**src/rtl/riscv_trace_pkg.sv**
```systemverilog
// Purpose: shared types and constants for the retirement tracker (record layout, instr-type one-hots, field positions).
// Latency: n/a (types and constants only).
// Backpressure: n/a.
package riscv_trace_pkg;

   localparam int XLEN_P  = 32;
   localparam int SEQ_W_P = 16;
   localparam int TYPE_W  = 6;
   localparam int REG_W   = 5;

   // One-hot instruction type, bit order {j,u,b,s,i,r}
   localparam logic [TYPE_W-1:0] T_R = 6'b000001;
   localparam logic [TYPE_W-1:0] T_I = 6'b000010;
   localparam logic [TYPE_W-1:0] T_S = 6'b000100;
   localparam logic [TYPE_W-1:0] T_B = 6'b001000;
   localparam logic [TYPE_W-1:0] T_U = 6'b010000;
   localparam logic [TYPE_W-1:0] T_J = 6'b100000;

   // Register-field LSB positions within the instruction word
   localparam int RD_LSB  = 7;
   localparam int RS1_LSB = 15;
   localparam int RS2_LSB = 20;

   typedef struct packed {
      logic [SEQ_W_P-1:0] seq;
      logic [XLEN_P-1:0]  pc;
      logic [XLEN_P-1:0]  instr;
      logic [TYPE_W-1:0]  itype;
      logic [REG_W-1:0]   rd;
      logic [XLEN_P-1:0]  rd_val;
   } retire_rec_t;

   function automatic logic is_onehot6(input logic [TYPE_W-1:0] t);
      return (t != '0) && ((t & (t - 6'd1)) == '0);
   endfunction

endpackage

```
**src/rtl/trace_fifo.sv**
```systemverilog
// Purpose: synchronous record FIFO with valid/ready output and full/empty flags.
// Latency: push to out_valid_o is 1 cycle; head data is read combinationally from storage.
// Backpressure: push while full is accepted only if the head pops the same cycle; otherwise ignored.
module trace_fifo #(
   parameter int DEPTH = 8,
   parameter int W     = 8
) (
   input  logic         clk,
   input  logic         reset,
   input  logic         push_i,
   input  logic [W-1:0] push_dat_i,
   output logic         full_o,
   output logic         empty_o,
   output logic         out_valid_o,
   input  logic         out_ready_i,
   output logic [W-1:0] out_dat_o
);
   localparam int AW = $clog2(DEPTH);

   logic [W-1:0]  mem_q [DEPTH];
   logic [AW-1:0] wr_ptr_q, rd_ptr_q;
   logic [AW:0]   cnt_q;
   logic          pop, wr_en;

   assign empty_o     = (cnt_q == '0);
   assign full_o      = (cnt_q == (AW+1)'(DEPTH));
   assign out_valid_o = ~empty_o;
   assign pop         = out_valid_o & out_ready_i;
   assign wr_en       = push_i & (~full_o | pop);
   assign out_dat_o   = empty_o ? '0 : mem_q[rd_ptr_q];

   // Pointer and occupancy bookkeeping; DEPTH is a power of 2 so pointers wrap naturally
   always_ff @(posedge clk or posedge reset) begin
      if (reset) begin
         wr_ptr_q <= '0;
         rd_ptr_q <= '0;
         cnt_q    <= '0;
      end else begin
         if (wr_en) wr_ptr_q <= wr_ptr_q + 1'b1;
         if (pop)   rd_ptr_q <= rd_ptr_q + 1'b1;
         cnt_q <= cnt_q + {{AW{1'b0}}, wr_en} - {{AW{1'b0}}, pop};
      end
   end

   // Storage write; contents need no reset because empty masks the head
   always_ff @(posedge clk) begin
      if (wr_en) mem_q[wr_ptr_q] <= push_dat_i;
   end

endmodule

```
**src/rtl/retire_trace.sv**
```systemverilog
// Purpose: shadows fetched instrs through ISS/EX/MEM/WB and emits one retirement record per instr into a FIFO.
// Latency: fetch capture to FIFO push 4 cycles (no stall/flush); push to out_valid 1 cycle.
// Backpressure: out_valid/out_ready; records arriving at a full FIFO with no pop are dropped and counted.
// Optional: RETIRE_TRACE_CHECK_EN enables the sticky err_mismatch retire-strobe / type checker.
module retire_trace
   import riscv_trace_pkg::*;
#(
   parameter int XLEN       = XLEN_P,
   parameter int FIFO_DEPTH = 8,
   parameter int SEQ_W      = SEQ_W_P
) (
   input  logic                           clk,
   input  logic                           reset,
   input  logic                           fetch_valid,
   input  logic [XLEN-1:0]                fetch_pc,
   input  logic [XLEN-1:0]                fetch_instr,
   input  logic [5:0]                     iss_type,
   input  logic                           stall,
   input  logic                           flush,
   input  logic [XLEN-1:0]                wb_rd_val,
   input  logic                           instr_retired,
   output logic                           out_valid,
   input  logic                           out_ready,
   output logic [$bits(retire_rec_t)-1:0] out_rec,
   output logic [15:0]                    overflow_cnt,
   output logic                           err_mismatch
);
   logic            iss_vld_q, ex_vld_q, mem_vld_q, wb_vld_q;
   logic [XLEN-1:0] iss_pc_q, ex_pc_q, mem_pc_q, wb_pc_q;
   logic [XLEN-1:0] iss_instr_q, ex_instr_q, mem_instr_q, wb_instr_q;
   logic [5:0]      ex_type_q, mem_type_q, wb_type_q;

   logic [SEQ_W-1:0] seq_q;
   logic [15:0]      ovf_q;
   retire_rec_t      push_rec;
   logic [4:0]       rd_dec;
   logic             fifo_full, drop, unused_fifo_empty;

   // Shadow slot advance: flush beats stall; MEM and WB always advance
   always_ff @(posedge clk or posedge reset) begin
      if (reset) begin
         iss_vld_q <= 1'b0; ex_vld_q <= 1'b0; mem_vld_q <= 1'b0; wb_vld_q <= 1'b0;
         iss_pc_q <= '0; ex_pc_q <= '0; mem_pc_q <= '0; wb_pc_q <= '0;
         iss_instr_q <= '0; ex_instr_q <= '0; mem_instr_q <= '0; wb_instr_q <= '0;
         ex_type_q <= '0; mem_type_q <= '0; wb_type_q <= '0;
      end else begin
         wb_vld_q    <= mem_vld_q;
         wb_pc_q     <= mem_pc_q;
         wb_instr_q  <= mem_instr_q;
         wb_type_q   <= mem_type_q;
         mem_vld_q   <= ex_vld_q;
         mem_pc_q    <= ex_pc_q;
         mem_instr_q <= ex_instr_q;
         mem_type_q  <= ex_type_q;
         if (stall || flush) begin
            ex_vld_q <= 1'b0;
         end else begin
            ex_vld_q   <= iss_vld_q;
            ex_pc_q    <= iss_pc_q;
            ex_instr_q <= iss_instr_q;
            ex_type_q  <= iss_type;
         end
         if (flush) begin
            iss_vld_q <= 1'b0;
         end else if (!stall) begin
            iss_vld_q   <= fetch_valid;
            iss_pc_q    <= fetch_pc;
            iss_instr_q <= fetch_instr;
         end
      end
   end

   // Record build from the WB slot; stores and branches have no destination register
   always_comb begin
      rd_dec = wb_instr_q[RD_LSB +: 5];
      if ((wb_type_q & (T_S | T_B)) != 6'd0) rd_dec = 5'd0;
      push_rec        = '0;
      push_rec.seq    = seq_q;
      push_rec.pc     = wb_pc_q;
      push_rec.instr  = wb_instr_q;
      push_rec.itype  = wb_type_q;
      push_rec.rd     = rd_dec;
      push_rec.rd_val = (rd_dec != 5'd0) ? wb_rd_val : '0;
   end

   // When full, out_valid is high, so a pop happens exactly when out_ready is high
   assign drop = wb_vld_q & fifo_full & ~out_ready;

   // Sequence number counts every push attempt; overflow counter saturates
   always_ff @(posedge clk or posedge reset) begin
      if (reset) begin
         seq_q <= '0;
         ovf_q <= '0;
      end else begin
         if (wb_vld_q) seq_q <= seq_q + 1'b1;
         if (drop && ovf_q != 16'hFFFF) ovf_q <= ovf_q + 16'd1;
      end
   end

   assign overflow_cnt = ovf_q;

   trace_fifo #(
      .DEPTH (FIFO_DEPTH),
      .W     ($bits(retire_rec_t))
   ) u_fifo (
      .clk         (clk),
      .reset       (reset),
      .push_i      (wb_vld_q),
      .push_dat_i  (push_rec),
      .full_o      (fifo_full),
      .empty_o     (unused_fifo_empty),
      .out_valid_o (out_valid),
      .out_ready_i (out_ready),
      .out_dat_o   (out_rec)
   );

`ifdef RETIRE_TRACE_CHECK_EN
   logic err_q;

   // Sticky error: core retire strobe disagrees with WB shadow, or WB type is not one-hot
   always_ff @(posedge clk or posedge reset) begin
      if (reset) begin
         err_q <= 1'b0;
      end else if ((instr_retired != wb_vld_q) || (wb_vld_q && !is_onehot6(wb_type_q))) begin
         err_q <= 1'b1;
      end
   end

   assign err_mismatch = err_q;
`else
   logic unused_instr_retired;
   assign unused_instr_retired = instr_retired;
   assign err_mismatch         = 1'b0;
`endif

endmodule

```
**config.mk**
```make
export PLATFORM = sky130hd
export DESIGN_NAME = retire_trace
export DESIGN_NICKNAME = d
export VERILOG_FILES = /design/src/rtl/riscv_trace_pkg.sv /design/src/rtl/trace_fifo.sv /design/src/rtl/retire_trace.sv
export SDC_FILE = /design/constraint.sdc
export NUM_CORES = 1
export LEC_CHECK = 0
export CAP_MARGIN = 10
export CORE_ASPECT_RATIO = 0.8
export CORE_UTILIZATION = 60
export CTS_CLUSTER_DIAMETER = 60
export DETAILED_ROUTE_END_ITERATION = 8
export GPL_TIMING_DRIVEN = 0
export PLACE_DENSITY = 0.78
export SLEW_MARGIN = 20
export SYNTH_ARGS = -nofsm -noshare
export SYNTH_HDL_FRONTEND = slang
export SYNTH_HIERARCHICAL = 1
export SYNTH_SLANG_ARGS = --single-unit
```
**constraint.sdc**
```tcl
create_clock -name clk -period 21.6 [get_ports clk]
set_input_delay 3.24 -clock clk [delete_from_list [all_inputs] [get_ports clk]]
set_output_delay 3.24 -clock clk [all_outputs]
set_load 0.1 [all_outputs]
```
**After elaboration in Yosys (flattened, before gate mapping)**

Memories as Yosys holds them, arrays and structs flattened.
Index checks and enable logic that the tools add are counted.

- Add/sub/neg operators: 6
- Eq/ne operators: 3
- Mux-type cells: 8
- Bitwise gates (word level): 10
- Reductions and logical operators: 6

Operators with widths:

| kind | count |
|---|---|
| $mux 123 | 1 |
| $add 16x1->16 const B | 2 |
| $mux 32 | 1 |
| $ne 16x16->1 const B | 1 |
| $add 3x1->3 const B | 2 |
| $reduce_bool 6->1 | 1 |
| $mux 1 | 5 |
| $mux 5 | 1 |
| $not 1->1 | 5 |
| $reduce_bool 5->1 | 1 |
| $add 4x1->4 | 1 |
| $and 1x1->1 | 4 |
| $eq 4x4->1 const B | 1 |
| $logic_not 4->1 | 1 |
| $sub 4x1->4 | 1 |
| $ne 2x1->1 const B | 1 |
| $reduce_and 2->1 | 1 |
| $logic_and 1x1->1 | 1 |
| $logic_or 1x1->1 | 1 |
| $or 1x1->1 | 1 |

- Register bits after elaboration: 320
- Bits in writable memories: 984
- Input port bits: 109
- Output and inout bits: 141
- Logic and storage cells: 54
- Memories: 1

Memory list:

| name | words | bits a word | rd ports | clocked after Yosys merged registers in | write ports | RTL line | source |
|---|---|---|---|---|---|---|---|
| u_fifo.mem_q | 8 | 123 | 1 | 0 | 1 | trace_fifo.sv:20 | `logic [W-1:0] mem_q [DEPTH];` |

**Depth between registers and ports, before layout**

Gate-level depths: netlist of run 1.

- Depth after elaboration: 7
- Mapped depth: 10
- Depth with buffers taken out: 9

**Modules after synthesis**

Netlist of run 1, hierarchy kept.

Modules (own cells, without submodules):

| module | times used | cells an instance | area each (um^2) | sequential area each (um^2) |
|---|---|---|---|---|
| trace_fifo | 1 | 1497 | 37210.7 | 29798.6 |
| retire_trace | 1 | 609 | 10421.2 | 7757.4 |

**Worst setup path before layout of run 1**

No wires, ideal clock.

- Kind: input to register
- Start: input out_ready
- End: memory u_fifo/mem_q[0][0] in the netlist's numbering (enable)
- Library setup time: 0.906 ns
- Arrival: 15.205 ns
- Required time: 20.694 ns
- Slack: 5.488 ns
- Cell stages on the path: 3
- Path buffers: 0
- Cell sequence: nor2b_1 o21ai_1 nor4_1

- Longest elaborated chain between the ends: 5

RTL lines:

| what | RTL line | source |
|---|---|---|
| from (decl) | retire_trace.sv:23 | `input logic out_ready,` |
| $and 1x1->1 | trace_fifo.sv:28 | `assign pop = out_valid_o & out_ready_i;` |
| $or 1x1->1 | trace_fifo.sv:29 | `assign wr_en = push_i & (~full_o \| pop);` |
| $and 1x1->1 | trace_fifo.sv:29 |  |
| $mux 1 | trace_fifo.sv:47 | `if (wr_en) mem_q[wr_ptr_q] <= push_dat_i;` |
| $mux 1 (not written as such) | trace_fifo.sv:47 |  |
| to (decl) | trace_fifo.sv:20 |  |

Every way passes these cells.

**Worst setup path in the final report of run 1**

- Start: register u_fifo.cnt_q[2]
- End: output out_rec[82]

- Longest elaborated chain between the ends: 2

RTL lines:

| what | RTL line | source |
|---|---|---|
| from (decl) | trace_fifo.sv:22 | `logic [AW:0] cnt_q;` |
| from (signal assigned) | trace_fifo.sv:41 | `cnt_q <= cnt_q + {{AW{1'b0}}, wr_en} - {{AW{1'b0}}, pop};` |
| $logic_not 4->1 | trace_fifo.sv:25 | `assign empty_o = (cnt_q == '0);` |
| named net unused_fifo_empty | retire_trace.sv:37 | `logic fifo_full, drop, unused_fifo_empty;` |
| $mux 123 | trace_fifo.sv:30 | `assign out_dat_o = empty_o ? '0 : mem_q[rd_ptr_q];` |
| to (decl) | retire_trace.sv:24 | `output logic [$bits(retire_rec_t)-1:0] out_rec,` |

The timed path passes the listed nets, and every way through them passes these cells.

==> reports/metrics.csv, run 1 <==
stage;metric;value;unit
timing;final setup fails;0;
layout;Cell Count, Final, Fillers Out;3740;
synth;Top FF cell, synth;edfxtp_1;
synth;share of flip-flops with an asynchronous set or reset;24.5;%
setup_path;r2r startpoint;u_fifo/cnt_q[2];
synth;Simple-Gate Fraction of Synth Area;1.57;%
layout;filler cell count;4408;
synth;adder-cell share of the synthesized area;0.278;%
synth;register area share after synthesis;78.8;%
timing;Max Freq;126;MHz
timing;Slew HR;25.0;%
power_and_ir_drop;pwr dens;149;nW/µm²
clock_tree;clk root buf;clkbuf_16;
synth;synthesized area per cell;22.6;µm²
synth;Compound-Gate Fraction of Synth Area;2.52;%
floorplan;core box area;78600;µm²
detailed_routing;DR pass1 iterations;5;
timing;final period utilization;36.6;%
synth;Post-Syn Instances;2106;
layout;most frequent cells in the layout;984 x edfxtp_1, 320 x dfrtp_1, 246 x mux4_2;
floorplan;Starting Density;60.6;%
setup_path;CP cell instances;inv_1 -> ha_1 -> or3b_1 -> buf_2 -> inv_1 -> nor2_1 -> buf_2 -> buf_2 -> a22o_1 -> clkdlybuf4s50_1;
outcome;outcome;complete, no violations;
clock_tree;clk sinks;1304;
flow_run;Max Cap Viol;0;
setup_path;critical path's slowest cell;clkdlybuf4s50_1;
placement;hpwl dp;64800;µm
detailed_routing;WL/cell;27.7;µm
placement;Cells after DPL;3515;
layout;area delta synth->final;19.0;%
layout;footprint of the multi-input gates;9540;µm²
detailed_routing;drt initial violations;2236;
setup_path;CP Capture Point;out_rec[82];
placement;IO buf count;247;
setup_path;CP startpoint kind;flip-flop;
grt;pin count of the biggest net entering global routing;109;
setup_path;worst path arrival time;4670;ps
synth;syn_nets;2225;
timing;skew final;21.3;ps
clock_tree;Setup Buffers After CTS;0;
timing;final setup TNS;0;ps
detailed_routing;Detail Route Antenna Nets;0;
layout;final-stage net count;2720;
grt;vias in the first global route;23897;
setup_path;maximum fanout along the worst path;10;
timing;fin. max-slew vios;0;
clock_tree;Clk pin slew, worst setup/hold paths;60;ps
clock_tree;CTS Hold Buffers Added;0;
detailed_routing;Post-route DRC;0;
setup_path;worst stage delay on the critical path;1180;ps
power_and_ir_drop;P_leak;19.9;nW
clock_tree;CTS tree;built;
grt;GRT overflow;0;
clock_tree;Clock Latency Late Sink;710;ps
synth;number of synthesized flops with an enable pin;984;
layout;register area;37600;µm²
min_path;Worst Hold Class;reg2reg;
synth;main combinational cell family by area after synthesis;multiplexers;
floorplan;I/O pin cnt;250;
floorplan;FP Rows;92;
setup_path;CP Capture Type;output pin;
grt;initial antenna violation count;3;
timing;final hold viol count;0;
layout;share of post-route cells with drive strength above 1;29.6;%
setup_path;worst reg-to-reg path cell count;17;
timing;unrepaired setup endpoints after global routing;false;
setup_path;worst path bufs/invs;6;
clock_tree;post-cts sizing count;0;
setup_path;Req. time, crit path;18360;ps
power_and_ir_drop;Peak VDD IR;287;µV
floorplan;Die Wd;317;µm
clock_tree;clk buf depth;3;
grt;Total Routing Usage GR;26.4;%
synth;Post-Syn Area;47600;µm²
clock_tree;htree depth;3;
setup_path;Critical Path Most Common Cell;buf_2;
synth;mux share of post-synthesis cell area;15.0;%
floorplan;Die H;254;µm
power_and_ir_drop;Total Power;8.44;mW
synth;Yosys reg bits;1304;
layout;post-layout util;72.1;%
timing;Tmin final;7910;ps
setup_path;Worst R2R Setup Slack;17120;ps
setup_path;Critical Path Stages;10;
setup_path;kind of critical path;reg2out;
min_path;hold path cells;0;
setup_path;RR Endpoint;u_fifo/mem_q[0][70];
synth;yosys warns;6;
synth;synth unique cells;58;
floorplan;die area;80500;µm²
grt;global-route wire length before repair;153000;µm
timing;measured slew at the worst slew-check pin;1120;ps
setup_path;delay-heaviest family, CP;buffers and inverters;
detailed_routing;via count;22980;
placement;routability congestion estimate;0.766;
clock_tree;clock buffer count from CTS;118;
detailed_routing;drt via density;6.14;
synth;Post-Synth XOR/XNOR Area;0.570;%
layout;commonest non-fill, non-tap cell in the layout;edfxtp_1;
setup_path;Crit. Startpoint;u_fifo/cnt_q[2];
detailed_routing;routed wire length;103000;µm
==> worst reg2reg max path, cell delays in order (launching register included) <==
cell	delay, ps
dfrtp_1	330
inv_1	70
ha_1	190
or3b_2	240
o21ai_1	240
nor4_2	350
buf_2	310
buf_2	270
buf_2	240
buf_4	200
buf_4	190
buf_2	240
buf_2	260
buf_2	280
buf_2	220
buf_4	160
buf_4	160
buf_2	220
==> report_power, final <==
part           switching [mW]  internal [mW]
sequential              0.133           2.93
combinational            2.32          0.980
clock                   0.900           1.18
total                    3.35           5.09
==> cells in the mapped netlist (all sizes together) (2+ instances only) <==
master | number | area [µm²]
nand4 | 6 | 43.8
xor2 | 13 | 114
dfrtp | 320 | 8010
mux4 | 246 | 5540
o21a | 2 | 15.0
mux2 | 139 | 1570
nor2 | 15 | 61.3
o31ai | 2 | 15.0
o211ai | 2 | 15.0
nand2b | 2 | 12.5
xnor2 | 18 | 158
or3b | 2 | 17.5
nand2 | 14 | 52.6
buf | 69 | 423
and4 | 3 | 28.8
mux2i | 2 | 20.0
nand3 | 13 | 87.6
nor3 | 7 | 40.0
edfxtp | 984 | 29500
and3 | 5 | 32.5
inv | 11 | 41.3
a211oi | 2 | 15.0
nor4 | 5 | 58.8
ha | 9 | 113
a21oi | 4 | 20.0
and2 | 40 | 253
a22o | 123 | 1080
clkbuf | 34 | 128
nor2b | 2 | 12.5
==> through the flow <==
step                      area, µm²  worst slack [ps]  hold WS (ps)
after global placement        51400             -7050           332
after CTS                     56700             13630           350
after detailed placement      52800             13940           335
final                         56700             13690           346
after global routing          56700             13560           348
after floorplan               47600              5490           331
==> cells by family after synthesis <==
kind of cell / after synthesis
buf+inv: 114
simple gates: 119
fa+ha+maj: 10
xor+xnor: 31
compound gates: 140
mux: 387
other cells: 1
flops: 1304
==> state kept, by name, indices dropped and copies added (netlist names) <==
register,cells
u_fifo/mem_q,984
ex_instr_q,32
ex_pc_q,32
iss_instr_q,32
iss_pc_q,32
mem_instr_q,32
mem_pc_q,32
wb_instr_q,32
wb_pc_q,32
overflow_cnt,16
seq_q,16
ex_type_q,6
mem_type_q,6
wb_type_q,6
u_fifo/cnt_q,4
u_fifo/rd_ptr_q,3
u_fifo/wr_ptr_q,3
ex_vld_q,1
iss_vld_q,1
mem_vld_q,1
wb_vld_q,1
==> worst min-delay path by stage <==
stage | slack [ps] | endpoint | from
after floorplan | 330 | mem_vld_q | ex_vld_q
after global placement | 330 | wb_pc_q[24] | mem_pc_q[24]
after detailed placement | 330 | wb_instr_q[11] | mem_instr_q[11]
after CTS | 350 | wb_pc_q[28] | mem_pc_q[28]
after global routing | 350 | wb_pc_q[28] | mem_pc_q[28]
final | 350 | wb_instr_q[4] | mem_instr_q[4]
==> area by class of cell <==
| type | instances | share of cell area, % |
|---|---|---|
| tap | 1034 | 2.28 |
| multi-input combinational | 688 | 16.8 |
| timing repair buffer | 375 | 6.69 |
| sequential | 1304 | 66.3 |
| inverter | 11 | 0.0861 |
| clock buffer | 153 | 5.82 |
| antenna | 1 | 0.00441 |
| buffer | 103 | 0.976 |
| clock inverter | 71 | 1.06 |
==> per-layer routing <==
metal / up-vias / GRT usage, % / routed length (µm)
met2: 958 / 42.4 / 51400
met1: 12222 / 36.5 / 41100
met3: 171 / 5.84 / 7880
met5: - / 0 / 27
li1: 9625 / - / -
met4: 4 / 8.59 / 2990
(Power assumes the default switching activity.)
==> inputs of run 2 (changes only) <==
--- a/config.mk
+++ b/config.mk
@@ -7,11 +7,11 @@
 export LEC_CHECK = 0
 export CAP_MARGIN = 10
 export CORE_ASPECT_RATIO = 0.8
-export CORE_UTILIZATION = 60
+export CORE_UTILIZATION = 59
 export CTS_CLUSTER_DIAMETER = 60
 export DETAILED_ROUTE_END_ITERATION = 8
 export GPL_TIMING_DRIVEN = 0
-export PLACE_DENSITY = 0.78
+export PLACE_DENSITY = 0.77
 export SLEW_MARGIN = 20
 export SYNTH_ARGS = -nofsm -noshare
 export SYNTH_HDL_FRONTEND = slang
==> constraint.sdc (replaced) <==
create_clock -name clk -period 8.1 [get_ports clk]
set_input_delay 1.215 -clock clk [delete_from_list [all_inputs] [get_ports clk]]
set_output_delay 1.215 -clock clk [all_outputs]
set_load 0.1 [all_outputs]
==> run 2 against run 1 <==
Clock skew increased by 2.6 ps. Total power increased to 2.7 times the previous value. Global-route usage decreased by 0.93 points. Via count decreased by 1.5%. Critical path depth unchanged. Largest power group unchanged.
==> reports/metrics.csv, run 2 (synthesis results as in run 1) <==
stage;metric;value;unit;change
grt;global-route wire length before repair;152000;µm;-0.46%
timing;final period utilization;72.2;%;
floorplan;Die H;256;µm;+0.84%
timing;skew final;23.9;ps;+2.61 ps
layout;most frequent cells in the layout;984 x edfxtp_1, 320 x dfrtp_1, 246 x mux4_2;;
detailed_routing;drt via density;6.07;;-1.2%
placement;routability congestion estimate;0.756;;-1.2%
timing;worst hold margin;347;ps;+1.01 ps
setup_path;worst stage delay on the critical path;1190;ps;about the same
clock_tree;Clock Latency Late Sink;680;ps;-30 ps
setup_path;CP Capture Point;out_rec[81];;
timing;Tmin final;5840;ps;
clock_tree;CTS Hold Buffers Added;0;;unchanged
detailed_routing;via count;22633;;-1.5%
setup_path;CP cell instances;inv_1 -> ha_1 -> or3b_1 -> buf_2 -> inv_1 -> nor2_1 -> buf_2 -> buf_2 -> a22o_1 -> clkdlybuf4s50_1;;
layout;area delta synth->final;19.6;%;
power_and_ir_drop;pwr dens;394;nW/µm²;+160%
detailed_routing;WL/cell;27.3;µm;-1.1%
setup_path;Critical Path Most Common Cell;buf_2;;
setup_path;kind of critical path;reg2out;;
clock_tree;clk buf depth;3;;unchanged
clock_tree;CTS tree;built;;
setup_path;critical path's slowest cell;clkdlybuf4s50_1;;
layout;Cell Count, Final, Fillers Out;3727;;-0.35%
placement;Cells after DPL;3506;;-0.26%
clock_tree;clock buffer count from CTS;116;;-1.7%
power_and_ir_drop;Peak VDD IR;553;µV;+93%
floorplan;FP Rows;92;;unchanged
floorplan;die area;81900;µm²;+1.7%
outcome;outcome;complete, no violations;;
floorplan;I/O pin cnt;250;;unchanged
setup_path;r2r startpoint;u_fifo/cnt_q[2];;
grt;pin count of the biggest net entering global routing;36;;-67%
clock_tree;htree depth;3;;unchanged
timing;final setup fails;0;;unchanged
setup_path;Critical Path Stages;10;;unchanged
setup_path;maximum fanout along the worst path;10;;unchanged
setup_path;RR Endpoint;u_fifo/mem_q[6][66];;
setup_path;Req. time, crit path;6880;ps;-11480 ps
layout;Antenna Cells;0;;-1
clock_tree;Setup Buffers After CTS;0;;unchanged
grt;vias in the first global route;23840;;-0.24%
setup_path;delay-heaviest family, CP;buffers and inverters;;
grt;GRT overflow;0;;unchanged
clock_tree;clk sinks;1304;;unchanged
detailed_routing;DR pass1 iterations;5;;unchanged
layout;Reg with most FFs;u_fifo/mem_q;;
timing;Slew HR;22.5;%;-2.5 points
setup_path;CP startpoint kind;flip-flop;;
setup_path;worst path bufs/invs;6;;unchanged
clock_tree;Clk pin slew, worst setup/hold paths;60;ps;about the same
setup_path;CP Capture Type;output pin;;
grt;initial antenna violation count;3;;unchanged
layout;max reg flops;984;;unchanged
power_and_ir_drop;P_leak;19.9;nW;about the same
detailed_routing;Detail Route Antenna Nets;0;;unchanged
placement;IO buf count;247;;unchanged
timing;fin. max-slew vios;0;;unchanged
placement;placed cell areas;53100;µm²;+0.53%
layout;post-route cell area;57000;µm²;+0.49%
floorplan;Starting Density;60.1;%;-0.53 points
flow_run;Max Cap Viol;0;;unchanged
detailed_routing;routed wire length;102000;µm;-1.5%
clock_tree;clk root buf;clkbuf_16;;
setup_path;worst reg-to-reg path cell count;11;;-6
setup_path;worst path arrival time;4630;ps;-40 ps
setup_path;Crit. Startpoint;u_fifo/cnt_q[3];;
setup_path;Worst R2R Setup Slack;4770;ps;-12350 ps
floorplan;Die Wd;320;µm;+0.84%
timing;measured slew at the worst slew-check pin;1160;ps;+37.3 ps
clock_tree;post-cts sizing count;0;;unchanged
timing;Max Freq;171;MHz;
layout;commonest non-fill, non-tap cell in the layout;edfxtp_1;;
timing;unrepaired setup endpoints after global routing;false;;
layout;final-stage net count;2709;;-0.40%
timing;final hold viol count;0;;unchanged
grt;Total Routing Usage GR;25.5;%;-0.93 points
min_path;Worst Hold Class;reg2reg;;
layout;share of post-route cells with drive strength above 1;29.2;%;-0.43 points
detailed_routing;Post-route DRC;0;;unchanged
placement;hpwl dp;64400;µm;-0.61%
detailed_routing;drt initial violations;2209;;-1.2%
floorplan;core box area;79300;µm²;+0.88%
==> run 2: cell types whose count changed in the layout (fill, tap and decap cells not counted), sizes merged <==
cell / change
buf: -9
clkinv: -5
clkinvlp: +4
inv: -4
clkbuf: +3
bufinv: -1
diode: -1
==> run 2: per-stage QoR <==
step | setup TNS, ps | total power [mW] | utilization [%] | setup WS [ps]
6_report | 0 | 22.5 | 71.8 | 2260
3_5_place_dp | 0 | 17.1 | 66.9 | 3000
5_1_grt | 0 | 23.1 | 71.8 | 2090
4_1_cts | 0 | 22.6 | 71.8 | 2230
3_3_place_gp | -7891990 | 17.0 | 64.8 | -12080
2_1_floorplan | -1075070 | 14.8 | - | -2650
==> run 2: report_power, final <==
part | switching (mW) | internal, mW | leakage, nW | total, mW
clock | 2.37 | 3.14 | 1.91 | 5.51
sequential | 0.355 | 7.81 | 12.7 | 8.16
combinational | 6.17 | 2.62 | 5.30 | 8.80
total | 8.90 | 13.6 | 19.9 | 22.5
==> run 2: worst min-delay path by stage <==
stage,from,end,cells after the start
2_1_floorplan,ex_vld_q,mem_vld_q,0
3_3_place_gp,mem_pc_q[14],wb_pc_q[14],0
3_5_place_dp,mem_instr_q[6],wb_instr_q[6],0
4_1_cts,mem_pc_q[14],wb_pc_q[14],0
5_1_grt,ex_vld_q,mem_vld_q,0
6_report,mem_type_q[4],wb_type_q[4],0
==> run 2: area by class of cell <==
type                    count  area (µm²)
inverters                  11        45.0
plain buffers             103         552
clock inverters            65         578
fillers                  4406       22300
well taps                1034        1290
flip-flops and latches   1304       37600
repair buffers            366        4070
multi-input cells         688        9550
clock buffers             156        3320
==> run 2: routing by layer <==
layer  routed length, µm  track usage, %  vias to the layer above
li1                    -               -                     9598
met5                   8               0                        -
met3                7620            5.77                      148
met2               51700            42.0                      863
met4                2170            6.58                        2
met1               40400            34.9                    12022
